## src/rtl/loop_seq_pkg.sv

```systemverilog
// loop_seq_pkg: shared state encoding, width helper and default index/count types for the loop nest sequencer
package loop_seq_pkg;
  typedef enum logic [1:0] {IDLE, RUN, DONE} state_e;
  localparam int N_OUTER_DEF = 8;
  localparam int N_INNER_DEF = 8;
  function automatic int idx_w(input int n);
    return (n > 1) ? $clog2(n) : 1;
  endfunction
  typedef logic [idx_w(N_OUTER_DEF)-1:0] outer_idx_t;
  typedef logic [idx_w(N_INNER_DEF)-1:0] inner_idx_t;
  typedef logic [$clog2(N_OUTER_DEF+1)-1:0] outer_cnt_t;
  typedef logic [$clog2(N_INNER_DEF+1)-1:0] inner_cnt_t;
endpackage

```

## src/rtl/loop_nest_counter.sv

```systemverilog
// loop_nest_counter: bounded index counter for one loop level
//   clk, rst_n : clock, async active-low reset
//   clr, inc   : clear to 0 (priority), advance by one (wraps to 0 at terminal count)
//   limit      : latched trip count; tc flags cnt == limit-1
//   cnt, tc    : current index, terminal-count flag
module loop_nest_counter #(
  parameter int W  = 3,
  parameter int CW = 4
) (
  input  logic          clk,
  input  logic          rst_n,
  input  logic          clr,
  input  logic          inc,
  input  logic [CW-1:0] limit,
  output logic [W-1:0]  cnt,
  output logic          tc
);
  logic [W-1:0] cnt_q, cnt_d;
  assign tc  = CW'(cnt_q) == limit - CW'(1);
  assign cnt = cnt_q;
  always_comb cnt_d = clr ? '0 : (inc ? (tc ? '0 : cnt_q + W'(1)) : cnt_q);
  always_ff @(posedge clk or negedge rst_n)
    if (!rst_n) cnt_q <= '0;
    else        cnt_q <= cnt_d;
endmodule

```

## src/rtl/loop_nest_sequencer.sv

```systemverilog
// loop_nest_sequencer: issues the (i, j) index stream of a two-level loop nest, i-major, one beat per handshake
//   clk, rst_n            : clock, async active-low reset
//   start, abort          : begin a scan (IDLE only), terminate a running scan
//   cfg_outer, cfg_inner  : trip counts, latched and clamped on an accepted start
//   out_valid/out_ready   : beat handshake; out_i, out_j indices; first/last markers
//   busy, done            : not idle; one-cycle pulse on normal completion
module loop_nest_sequencer
  import loop_seq_pkg::*;
#(
  parameter int N_OUTER = 8,
  parameter int N_INNER = 8,
  parameter int IW      = idx_w(N_OUTER),
  parameter int JW      = idx_w(N_INNER)
) (
  input  logic                         clk,
  input  logic                         rst_n,
  input  logic                         start,
  input  logic                         abort,
  input  logic [$clog2(N_OUTER+1)-1:0] cfg_outer,
  input  logic [$clog2(N_INNER+1)-1:0] cfg_inner,
  output logic                         out_valid,
  input  logic                         out_ready,
  output logic [IW-1:0]                out_i,
  output logic [JW-1:0]                out_j,
  output logic                         out_first_inner,
  output logic                         out_last_inner,
  output logic                         out_last,
  output logic                         busy,
  output logic                         done
);
  localparam int OCW = $clog2(N_OUTER+1);
  localparam int ICW = $clog2(N_INNER+1);
  state_e           state_q, state_d;
  logic [OCW-1:0]   outer_cnt_q, outer_cnt_d, outer_clamp;
  logic [ICW-1:0]   inner_cnt_q, inner_cnt_d, inner_clamp;
  logic             run, beat, clr, inner_tc, outer_tc;
  assign outer_clamp = (cfg_outer > OCW'(N_OUTER)) ? OCW'(N_OUTER) : cfg_outer;
  assign inner_clamp = (cfg_inner > ICW'(N_INNER)) ? ICW'(N_INNER) : cfg_inner;
  assign run  = state_q == RUN;
  assign beat = run && out_ready;
  always_comb begin
    state_d     = state_q;
    outer_cnt_d = outer_cnt_q;
    inner_cnt_d = inner_cnt_q;
    clr         = 1'b0;
    case (state_q)
      IDLE: if (start) begin
        outer_cnt_d = outer_clamp;
        inner_cnt_d = inner_clamp;
        clr         = 1'b1;
        state_d     = (outer_clamp == '0 || inner_clamp == '0) ? DONE : RUN;
      end
      // abort wins over a same-cycle beat; the beat still counts as delivered downstream
      RUN: if (abort) begin
        state_d = IDLE;
        clr     = 1'b1;
      end else if (beat && out_last) state_d = DONE;
      default: state_d = IDLE;
    endcase
  end
  always_ff @(posedge clk or negedge rst_n)
    if (!rst_n) begin
      state_q     <= IDLE;
      outer_cnt_q <= '0;
      inner_cnt_q <= '0;
    end else begin
      state_q     <= state_d;
      outer_cnt_q <= outer_cnt_d;
      inner_cnt_q <= inner_cnt_d;
    end
  loop_nest_counter #(.W(JW), .CW(ICW)) u_inner (
    .clk(clk), .rst_n(rst_n), .clr(clr), .inc(beat),
    .limit(inner_cnt_q), .cnt(out_j), .tc(inner_tc)
  );
  // the outer level steps only when the inner level wraps on a delivered beat
  loop_nest_counter #(.W(IW), .CW(OCW)) u_outer (
    .clk(clk), .rst_n(rst_n), .clr(clr), .inc(beat && inner_tc),
    .limit(outer_cnt_q), .cnt(out_i), .tc(outer_tc)
  );
  assign out_valid       = run;
  assign out_first_inner = run && out_j == '0;
  assign out_last_inner  = run && inner_tc;
  assign out_last        = out_last_inner && outer_tc;
  assign busy            = state_q != IDLE;
  assign done            = state_q == DONE;
endmodule

```

## config.mk

```make
export PLATFORM = sky130hd
export DESIGN_NAME = loop_nest_sequencer
export DESIGN_NICKNAME = d
export VERILOG_FILES = /design/src/rtl/loop_seq_pkg.sv /design/src/rtl/loop_nest_counter.sv /design/src/rtl/loop_nest_sequencer.sv
export SDC_FILE = /design/constraint.sdc
export NUM_CORES = 1
export LEC_CHECK = 0
export CAP_MARGIN = 20
export CORE_MARGIN = 3
export CORE_UTILIZATION = 35
export DETAILED_ROUTE_END_ITERATION = 10
export DONT_BUFFER_PORTS = 1
export PLACE_DENSITY = 0.53
export RECOVER_POWER = 25
export SLEW_MARGIN = 40
export SYNTH_ARGS = -nofsm -noshare
export SYNTH_HDL_FRONTEND = slang
export SYNTH_SLANG_ARGS = --single-unit
```

## constraint.sdc

```tcl
create_clock -name clk -period 2.1 [get_ports clk]
set_input_delay 0.42 -clock clk [delete_from_list [all_inputs] [get_ports clk]]
set_output_delay 0.42 -clock clk [all_outputs]
set_load 0.05 [all_outputs]
```

==> After elaboration in Yosys (flattened, before gate mapping) <==
Cells that the tools add are included.
{ "classes": {"add_sub_neg": 4, "order_cmp": 2, "eq_ne": 6, "reduce_logical": 16, "muxes": 16} }
{ "ops": {"columns": ["cell", "n"], "rows": [
  ["3-bit two-way mux", 6],
  ["3-bit by 4-bit equality test with 1-bit output", 2],
  ["4-bit greater-than comparator, second input constant", 2],
  ["4-bit logical NOT", 2],
  ["2-bit two-way mux", 4],
  ["4-bit two-way mux", 2],
  ["4-bit by 1-bit subtractor with 4-bit output, second input constant", 2],
  ["3-bit by 1-bit adder with 3-bit output, second input constant", 2],
  ["1-bit logical AND", 6],
  ["2-bit nonzero test", 3],
  ["2-bit one-hot mux with 2 select lines", 1],
  ["2-bit AND reduction", 2],
  ["3-bit logical NOT", 1],
  ["3-bit by 2-bit inequality test with 1-bit output, second input constant", 1],
  ["2-bit by 1-bit equality test with 1-bit output, second input constant", 1],
  ["2-bit equality test, second input constant", 1],
  ["2-bit logical NOT", 1],
  ["1-bit two-way mux", 2],
  ["2-bit inequality test, second input constant", 1],
  ["1-bit one-hot mux with 2 select lines", 1],
  ["1-bit logical OR", 1]
]} }
{ "word_totals": {"word_cells": 49, "out_inout_bits": 12, "register_bits": 16} }

==> Logic depth before layout (Yosys ltp) <==
{ "logic_depth": {"depth_word": 8, "depth_mapped": 7} }

==> Cells and area by module <==
From an unflattened synthesis, not the netlist that was laid out.
{ "unflattened": {"cells_unflattened": 107, "hier_area_um2": 1078.5} }
{ "modules_own_cells": {"columns": ["mod", "cells_per_inst", "instances", "area_per_inst_um2", "seq_area_each_um2"], "rows": [
  ["loop_nest_counter", 27, 2, 279.0, 75.1],
  ["loop_nest_sequencer", 53, 1, 520.5, 250.2]
]} }

==> Least setup slack after synthesis <==
No wires, ideal clock.
{ "synth_timing": {"path_type": "register to output", "startpoint": "reg u_inner.cnt_q[2] (netlist: u_inner.cnt[2])", "endpoint": "out out_last", "setup_slack_ns": -0.872, "required_ns": 1.680, "arrival_ns": 2.552, "n_path_buf": 0, "stages_incl_launch_ff": 5, "path_cell_list": "dfrtp_1 xor3_1 nor3_2 nand2_1 nor3_1"} }
{ "synth_between": {"elab_chain_len": 3} }
{ "synth_rtl": {"columns": ["item", "line", "text"], "rows": [
  ["start: declaration", "loop_nest_counter.sv:18", "logic [W-1:0] cnt_q, cnt_d;"],
  ["start signal: assignment", "loop_nest_counter.sv:24", "else cnt_q <= cnt_d;"],
  ["3-bit by 4-bit equality test with 1-bit output", "loop_nest_counter.sv:19", "assign tc = CW'(cnt_q) == limit - CW'(1);"],
  ["1-bit logical AND", "loop_nest_sequencer.sv:82", "assign out_last_inner = run && inner_tc;"],
  ["1-bit logical AND", "loop_nest_sequencer.sv:83", "assign out_last = out_last_inner && outer_tc;"],
  ["end: declaration", "loop_nest_sequencer.sv:27", "output logic out_last,"]
]} }
Every way passes these cells.

==> Worst setup path in the final report <==
{ "layout_timing": {"startpoint": "reg outer_cnt_q[1]", "endpoint": "out out_last"} }
{ "layout_between": {"elab_chain_len": 3} }
{ "layout_rtl": {"columns": ["item", "line", "text"], "rows": [
  ["start: declaration", "loop_nest_sequencer.sv:34", "logic [OCW-1:0] outer_cnt_q, outer_cnt_d, outer_clamp;"],
  ["start signal: assignment", "loop_nest_sequencer.sv:68", "outer_cnt_q <= outer_cnt_d;"],
  ["4-bit by 1-bit subtractor with 4-bit output", "loop_nest_counter.sv:19", null],
  ["3-bit by 4-bit equality test with 1-bit output", "loop_nest_counter.sv:19", null],
  ["1-bit logical AND", "loop_nest_sequencer.sv:83", null]
]} }
Every way passes these cells.

==> flow_summary.toml <==
[logic_synthesis]
avgSynthCellArea_um2 = 9.12
syn-cell-area_um2 = 985
ys_seq_area_share_pct = 40.7
synth_largest_area_cell = "dfrtp_1"
synth_nets = 126
ys.flop_type = "dfrtp_1"
synth.area.top_cells = "dfrtp_1 (41%), ha_1 (6.4%), nand2_1 (5.7%), inv_1 (4.6%), nand2b_1 (4.4%)"
yosysTopAreaCellShare_pct = 40.7
synthCells = 108
yosysWarnings = 0
ys_seq_elements = 16
ys_types = 32
synth_edf_count = 0
async_flop_share_pct = 100

[timing]
worst_pin_slew_ps = 879
final_max_slew_viol_count = 0
setup_tns_ps = -318
hold_viol = 0
rsz0062_at_grt = "true"
fin_skew_ps = 8.70
setup_viol = 2
max_freq_mhz = 442
holdWs_ps = 213
max_slew_margin_pct = 41.4
layout_min_cycle_time_ps = 2260
fin_crit_sh_pct = 108
final.setup.worst_slack_ps = -162

[setup_path]
cp_data_arrival_time_ps = 1840
worstPathRequired_ps = 1680
crit_fanout = 2
end_kind = "output port"
setup.worst_path.start_class = "flop"
worstSetupPathType = "flop to output port"

[cts]
cts_buffer_depth = 2
path_clk_slew_ps = 100
cts-htree-levels = 1
worstSkewPairLatency_ps = 290
cts_buffers = 3
cts_tree = "done"
cts.sinks = 16
cts_root_buffer = "clkbuf_4"

[floorplan]
die_w_um = 59.0
rows = 18
initial_utilization_pct = 38.4
die_h_um = 59.0
fp.coreArea_um2 = 2570
dieArea_um2 = 3490
ios = 25

[route]
viasPerCell = 4.99
drt-total-wl_um = 2160
wl_per_cell_um = 13.0
firstDrtPassIters = 4
vias = 829
first_iter_violations = 20
drc = 0
postRouteAntennaNets = 0

[pwr]
worst_ir_drop_vdd_uv = 472
p_leak_nw = 0.581
p_per_area_nw_per_um2 = 769

[layout]
layout_commonest_cell = "buf_4"
nets = 155
fill_cells = 261
layoutNonFillerInstCount = 166
postLayoutCellArea_um2 = 1300
most-common-layout-cells = "buf_4 (22), dfrtp_1 (15), nand2_1 (13), inv_1 (12), o21ai_0 (8)"
synthToLayoutAreaGrowth_pct = 31.9
drive_above_1_share_pct = 32.4
n_antenna_cell = 0

[hold_path]
hp-class = "primary input to asynchronous set/reset pin"

[grt]
first_global_vias = 880
overflow = 0
grt_usage_pct = 14.6
grt_pass1_wl_um = 3840
grt_max_degree = 17
antenna_found_initial = 0

[placed_design]
dp.cells = 151
port_buffers = 0
place_ws_ps = 39.9
dpl.hpwl_um = 1710
placed_cell_area_um2 = 1170
gp_congestion = 0.765

[run_status]
status = "finished with violations"
violations = "setup timing"

[job]
drv_cap = 0
[sequential cells by signal, indices dropped and copies added, names as in the netlist]
| name | cells |
|---|---|
| inner_cnt_q | 4 |
| outer_cnt_q | 4 |
| u_inner.cnt | 3 |
| u_outer.cnt | 3 |
| state_q | 2 |
[cell usage after synthesis (2+ instances only)]
cell / count
a21oi_1: 7
nand3_1: 3
or3b_2: 2
o21ai_0: 8
xnor2_1: 5
ha_1: 5
dfrtp_1: 16
mux2_2: 2
nor2_1: 5
nand2b_1: 7
nor3_1: 2
inv_1: 12
nand2_1: 15
[through the flow]
| step | utilization (%) | total power, mW |
|---|---|---|
| after floorplan | - | 0.667 |
| after global placement | 45.7 | 0.740 |
| after detailed placement | 45.7 | 0.751 |
| after CTS | 50.1 | 1.01 |
| after global routing | 50.6 | 1.08 |
| final | 50.6 | 0.998 |
[logic make-up (layout without fill, tap and decap cells)]
| kind of cell | count (synthesis) | after routing | synth area share, % |
|---|---|---|---|
| buf+inv | 13 | 41 | 4.95 |
| simple gates | 44 | 44 | 24.9 |
| flops | 16 | 16 | 40.7 |
| xor+xnor | 7 | 7 | 7.75 |
| fa+ha+maj | 5 | 5 | 6.35 |
| mux | 3 | 3 | 3.30 |
| compound gates | 20 | 20 | 12.1 |
[where the power goes]
part	switching (mW)	leakage, nW	internal (mW)
Clock	0.101	0.0210	0.105
Sequential	0.0327	0.209	0.349
Combinational	0.234	0.351	0.176
Total	0.368	0.581	0.630
[what timing repair did]
action,CTS,global route
setup endpoints to repair,2,5
endpoints found under the hold margin,16,0
hold buffers,1,0
gates resized for setup,2,1
setup buffers,8,2
pin swaps,6,4
[metal layers]
layer / part of all wire, % / track usage, % / vias to the layer above
met5: 0 / 0 / -
met4: 0.83 / 5.83 / 0
met3: 6.2 / 3.49 / 2
met2: 45 / 22.2 / 21
met1: 48 / 20.1 / 384
li1: - / - / 422
[final timing paths]
kind	start	slack (ps)	cells after the start	to
setup / recovery	outer_cnt_q[1]$_DFFE_PN0P_	-160	7	out_last
max in group asynchronous	rst_n	1290	1	u_inner.cnt[2]$_DFFE_PN0P_
min in group clk	abort	230	1	state_q[0]$_DFFE_PN0P_
hold reg to reg	outer_cnt_q[2]$_DFFE_PN0P_	540	2	outer_cnt_q[2]$_DFFE_PN0P_
hold / removal	rst_n	210	1	u_outer.cnt[1]$_DFFE_PN0P_
setup reg to reg	inner_cnt_q[1]$_DFFE_PN0P_	40	8	u_outer.cnt[2]$_DFFE_PN0P_
[worst max-delay path, stage by stage, from the launching register on]
cell,delay (ps)
dfrtp_1,370
inv_1,50
ha_1,300
xnor2_1,140
a211oi_2,270
nand2_2,120
nor3_4,150
buf_12,160
[area by class of cell]
type | instances | area, µm² | area share, %
tap | 30 | 37.5 | 2.89
inverter | 12 | 45.0 | 3.47
timing repair buffer | 25 | 209 | 16.1
multi-input combinational | 79 | 569 | 43.8
sequential | 16 | 402 | 30.9
clock buffer | 4 | 36.3 | 2.79
Power figures use the tool's default switching activity.
